<file path="src/rtl/ifu.sv">
// Instruction fetch unit: owns the PC, fetches through a wait-state memory port,
// holds the IR for the decoder. Define ALIGN_CHECK_EN to halt on misaligned targets.
module ifu #(
  parameter logic [31:0] RESET_PC = 32'h0000_0000
) (
  input  logic        clk,
  input  logic        rstn,
  output logic        imem_req,
  output logic [31:0] imem_addr,
  input  logic        imem_ack,
  input  logic [31:0] imem_rdata,
  output logic [31:0] instr,
  output logic        instr_valid,
  input  logic        stall,
  input  logic [1:0]  npc_op,
  input  logic [31:0] rs_data,
  output logic [31:0] pc,
  output logic [31:0] pc_plus4,
  output logic        fault
);

`ifdef ALIGN_CHECK_EN
  typedef enum logic [1:0] {IDLE, FETCH, EXEC, HALT} state_t;
`else
  typedef enum logic [1:0] {IDLE, FETCH, EXEC} state_t;
`endif

  state_t      state_q, state_d;
  logic [31:0] pc_q, pc_d;
  logic [31:0] ir_q, ir_d;
  logic [31:0] next_pc;
  logic [31:0] br_off;

  assign pc_plus4  = pc_q + 32'd4;
  assign br_off    = {{14{ir_q[15]}}, ir_q[15:0], 2'b00};

  always_comb begin
    next_pc = pc_plus4;
    case (npc_op)
      2'b00:   next_pc = pc_plus4;
      2'b01:   next_pc = pc_plus4 + br_off;
      2'b10:   next_pc = {pc_plus4[31:28], ir_q[25:0], 2'b00};
      default: next_pc = rs_data;
    endcase
  end

  always_comb begin
    state_d = state_q;
    pc_d    = pc_q;
    ir_d    = ir_q;
    case (state_q)
      IDLE:  state_d = FETCH;
      FETCH: begin
        if (imem_ack) begin
          ir_d    = imem_rdata;
          state_d = EXEC;
        end
      end
      EXEC: begin
        if (!stall) begin
`ifdef ALIGN_CHECK_EN
          if (next_pc[1:0] != 2'b00) begin
            state_d = HALT;
          end else begin
            pc_d    = next_pc;
            state_d = FETCH;
          end
`else
          pc_d    = {next_pc[31:2], 2'b00};
          state_d = FETCH;
`endif
        end
      end
`ifdef ALIGN_CHECK_EN
      HALT:    state_d = HALT;
`endif
      default: state_d = IDLE;
    endcase
  end

  always_ff @(posedge clk) begin
    if (!rstn) begin
      state_q <= IDLE;
      pc_q    <= RESET_PC;
      ir_q    <= '0;
    end else begin
      state_q <= state_d;
      pc_q    <= pc_d;
      ir_q    <= ir_d;
    end
  end

  // Handshake and status outputs come only from the state register.
  assign imem_req    = (state_q == FETCH);
  assign instr_valid = (state_q == EXEC);
  assign imem_addr   = pc_q;
  assign pc          = pc_q;
  assign instr       = ir_q;
`ifdef ALIGN_CHECK_EN
  assign fault       = (state_q == HALT);
`else
  assign fault       = 1'b0;
`endif

endmodule

</file>
<file path="config.mk">
export PLATFORM = sky130hd
export DESIGN_NAME = ifu
export DESIGN_NICKNAME = d
export VERILOG_FILES = /design/src/rtl/ifu.sv
export SDC_FILE = /design/constraint.sdc
export NUM_CORES = 1
export LEC_CHECK = 0
export CAP_MARGIN = 20
export CORE_MARGIN = 2
export CORE_UTILIZATION = 46
export DETAILED_ROUTE_END_ITERATION = 10
export HOLD_SLACK_MARGIN = 0.1
export PLACE_DENSITY_LB_ADDON = 0.12
export SLEW_MARGIN = 25
export SYNTH_ARGS = -nofsm -noshare
export SYNTH_HDL_FRONTEND = slang
export SYNTH_SLANG_ARGS = --single-unit
export TNS_END_PERCENT = 1
</file>
<file path="constraint.sdc">
create_clock -name clk -period 4.5 [get_ports clk]
set_input_delay 0.9 -clock clk [delete_from_list [all_inputs] [get_ports clk]]
set_output_delay 0.9 -clock clk [all_outputs]
set_load 0.005 [all_outputs]
</file>
==> out/results.tsv <==
stage	metric	value	unit
run_status	run status	completed	
floorplan	floorplan die height	114	um
logic_synthesis	synthesized flop and latch total	64	
drt	detailed-route wire length per cell	18.8	um
logic_synthesis	top cells by area, synth	sky130_fd_sc_hd__dfxtp_1 (23%), sky130_fd_sc_hd__nand2_1 (8.4%), sky130_fd_sc_hd__ha_1 (7.8%)	
place	count of input and output buffers	191	
setup_path	critical path peak fanout	8	
power_and_ir_drop	power density of the placed cells	218	nW/um2
drt	post-detailed-route DRC marker count	0	
setup_path	type of the worst setup path	reg -> reg	
timing	Final TNS setup	0	ns
place	pre-CTS setup slack	0.431	ns
clocking	cts hold-fix bufs	0	
clocking	CTS tree	yes	
power_and_ir_drop	share of total power consumed by net switching	0.250	
floorplan	number of standard-cell rows in the floorplan	40	
finish	post-route standard cell area excluding fillers	7650	um2
clocking	number of buffers between clock root and the deepest sink	2	
power_and_ir_drop	combinational power share	0.181	
place	Routability Congestion	0.952	
clocking	Post-CTS Resized	0	
floorplan	floorplan die width	114	um
logic_synthesis	Main synth FF type	sky130_fd_sc_hd__dfxtp_1	
grt	via count of the first global-routing pass	5315	
timing	Worst Max-Slew Pin Slew	0.735	ns
logic_synthesis	top cells by count, synth	sky130_fd_sc_hd__nand2_1 (126), sky130_fd_sc_hd__dfxtp_1 (64), sky130_fd_sc_hd__a21boi_0 (44), sky130_fd_sc_hd__buf_4 (38), sky130_fd_sc_hd__ha_1 (35)	
timing	number of hold violations in the final report	0	
flow_run	max-cap violation count	0	
place	DP Wirelength	14.1	mm
floorplan	count of boundary I/O pins	201	
timing	highest clock rate	241	MHz
power_and_ir_drop	part of the total power dissipated in sequential elements	0.365	
drt	residual antenna-violating net count after detailed routing	0	
grt	GRT Overall Usage	0.282	
timing	least setup slack across all paths after layout	0.356	ns
timing	relative max-transition margin	0.510	
setup_path	Arr. time, crit path	4.37	ns
timing	clk_skew	0.0124	ns
logic_synthesis	mean post-synth cell area	8.20	um2
logic_synthesis	number of enable-type register cells in the synthesized netlist	0	
setup_path	required time at the endpoint of the critical path	4.72	ns
logic_synthesis	share of synthesized registers carrying an async set or reset	0	
timing	RSZ-0062 raised after global routing	no	
logic_synthesis	number of warnings printed during yosys synthesis	0	
timing	final setup fails	0	
timing	shortest clock period the worst path allows after layout	4.14	ns
place	placed inst area	7330	um2
place	Cell Count Post-Placement	967	
timing	final slew viol count	0	
drt	vias per std cell	5.73	
power_and_ir_drop	Int Pwr	1.25	mW
clocking	Worst-Skew Late Latency	0.34	ns
logic_synthesis	portion of the post-synthesis area used by sequential elements	0.229	
hold_path	Min-Delay Path Class	reg -> reg	
floorplan	core region area	12000	um2
setup_path	Worst setup EP type	flip-flop	
finish	fin cells	983	
finish	number of filler cells placed in the layout	1062	
clocking	total CTS buffers	9	
grt	maximum number of pins on one net before global-route repair	48	
drt	Total Wirelength	18.5	mm
power_and_ir_drop	switching power of the nets	0.416	mW
power_and_ir_drop	Clk pwr share	0.453	
power_and_ir_drop	maximum resistive drop on vdd	249	uV
clocking	library cell used as clock root buffer	sky130_fd_sc_hd__clkbuf_16	
drt	count of vias placed by the detailed router	5635	
logic_synthesis	dominant cell type by area after synthesis	sky130_fd_sc_hd__dfxtp_1	
power_and_ir_drop	Lkg Pwr	3.00	nW
floorplan	area of the die	13100	um2
grt	gr ovfl total	0	
clocking	H-tree Lvls	3	
drt	detailed router's first-iteration violation count	366	
logic_synthesis	synthesized instance count	684	
finish	post-layout utilization of the core	0.639	
grt	antenna violations before repair	0	
grt	global-route wire length before repair	28.5	mm
logic_synthesis	top cell type's share of synthesized area	0.229	
clocking	clock-pin slew on the worst setup and hold paths	0.06	ns
clocking	Num Clock Sinks	64	
finish	fraction of final layout cells sized beyond drive strength 1	0.0789	
logic_synthesis	Post-Synthesis Cell Area	5610	um2
clocking	post-CTS setup-driven buffer insertion count	0	
logic_synthesis	count of cell types in the netlist	68	
floorplan	initial standard-cell utilization of the core	0.469	
logic_synthesis	most numerous cell in the Yosys netlist	sky130_fd_sc_hd__nand2_1	
finish	number of antenna diodes	0	
timing	ratio of final minimum period to clock period	0.921	
drt	iteration count of the initial detailed-routing pass	5	
setup_path	sort of element at the start of the critical path	flip-flop	
finish	post-layout net count	937	
finish	area growth from synthesis to layout	36.4	%
==> sequential cells by signal, summed over array words and instances (netlist names) <==
register   flops
instr         32
imem_addr     30
state_q        2
==> per-layer routing <==
metal  track usage  up-vias  part of all wire
met5             0        -                 0
met4         0.110        0             0.023
met3        0.0519       35             0.063
met2         0.442      212              0.46
met1         0.385     2675              0.45
li1              -     2713                 -
==> kinds of logic after synthesis <==
kind of cell | count (synthesis) | synth area share
AND/OR/NAND/NOR | 237 | 0.194
AO/OA/AOI/OAI | 185 | 0.233
buffers and inverters | 84 | 0.0917
flip-flops | 64 | 0.229
XOR/XNOR | 48 | 0.0750
adder cells (fa/ha/maj) | 36 | 0.0817
multiplexers | 29 | 0.0946
other | 1 | 0.000669
==> final cells by class <==
type | instances | area, um2 | area share
clock buffer | 13 | 250 | 0.0327
sequential | 64 | 1280 | 0.168
inverter | 12 | 45.0 | 0.00589
timing repair buffer | 202 | 1980 | 0.260
multi-input combinational | 542 | 3840 | 0.502
clock inverter | 3 | 65.1 | 0.00851
tap | 147 | 184 | 0.0241
==> critical path: stages, from the launching register on <==
cell,delay [ns]
sky130_fd_sc_hd__dfxtp_1,0.48
sky130_fd_sc_hd__and4_1,0.30
sky130_fd_sc_hd__nand4_1,0.25
sky130_fd_sc_hd__inv_1,0.18
sky130_fd_sc_hd__nand2_1,0.08
sky130_fd_sc_hd__xnor2_1,0.35
sky130_fd_sc_hd__ha_1,0.37
sky130_fd_sc_hd__a21oi_1,0.22
sky130_fd_sc_hd__o21ai_1,0.14
sky130_fd_sc_hd__o31a_1,0.30
sky130_fd_sc_hd__a31oi_1,0.26
sky130_fd_sc_hd__o21ai_1,0.22
sky130_fd_sc_hd__xor2_1,0.19
sky130_fd_sc_hd__mux4_2,0.48
sky130_fd_sc_hd__a22o_1,0.20
==> through the flow <==
step / hold slack, ns / total power, mW
6_report: 0.462 / 1.67
5_1_grt: 0.492 / 1.73
3_3_place_gp: 0.452 / 0.914
3_5_place_dp: 0.458 / 0.921
4_1_cts: 0.466 / 1.68
2_1_floorplan: 0.460 / 0.779
==> cells in the final DEF, fill, tap and decap left out, types with 12 or more instances in the layout <==
master,instances
sky130_fd_sc_hd__a21boi_0,44
sky130_fd_sc_hd__a21o_1,13
sky130_fd_sc_hd__a21oi_1,33
sky130_fd_sc_hd__clkdlybuf4s50_1,189
sky130_fd_sc_hd__dfxtp_1,64
sky130_fd_sc_hd__ha_1,35
sky130_fd_sc_hd__inv_1,12
sky130_fd_sc_hd__mux4_2,19
sky130_fd_sc_hd__nand2_1,126
sky130_fd_sc_hd__nand3_1,21
sky130_fd_sc_hd__nor2_1,28
sky130_fd_sc_hd__o21ai_0,24
sky130_fd_sc_hd__xnor2_1,31
sky130_fd_sc_hd__xor2_1,17
==> power by group through the flow <==
stage / Combinational [mW] / Sequential (mW) / Clock (mW)
after global routing: 0.329 / 0.612 / 0.789
after floorplan: 0.162 / 0.617 / 0
after global placement: 0.295 / 0.619 / 0
final: 0.303 / 0.609 / 0.755
after detailed placement: 0.301 / 0.621 / 0
after CTS: 0.302 / 0.609 / 0.768
==> final timing paths <==
path | startpoint | endpoint | slack [ns] | depth (start not counted)
setup / recovery | imem_addr[4] | imem_addr[20] | 0.36 | 14
hold reg to reg | instr[29] | instr[29] | 0.46 | 2
setup reg to reg | imem_addr[4] | imem_addr[20] | 0.36 | 14
hold / removal | instr[29] | instr[29] | 0.46 | 2
(Power assumes the default switching activity.)
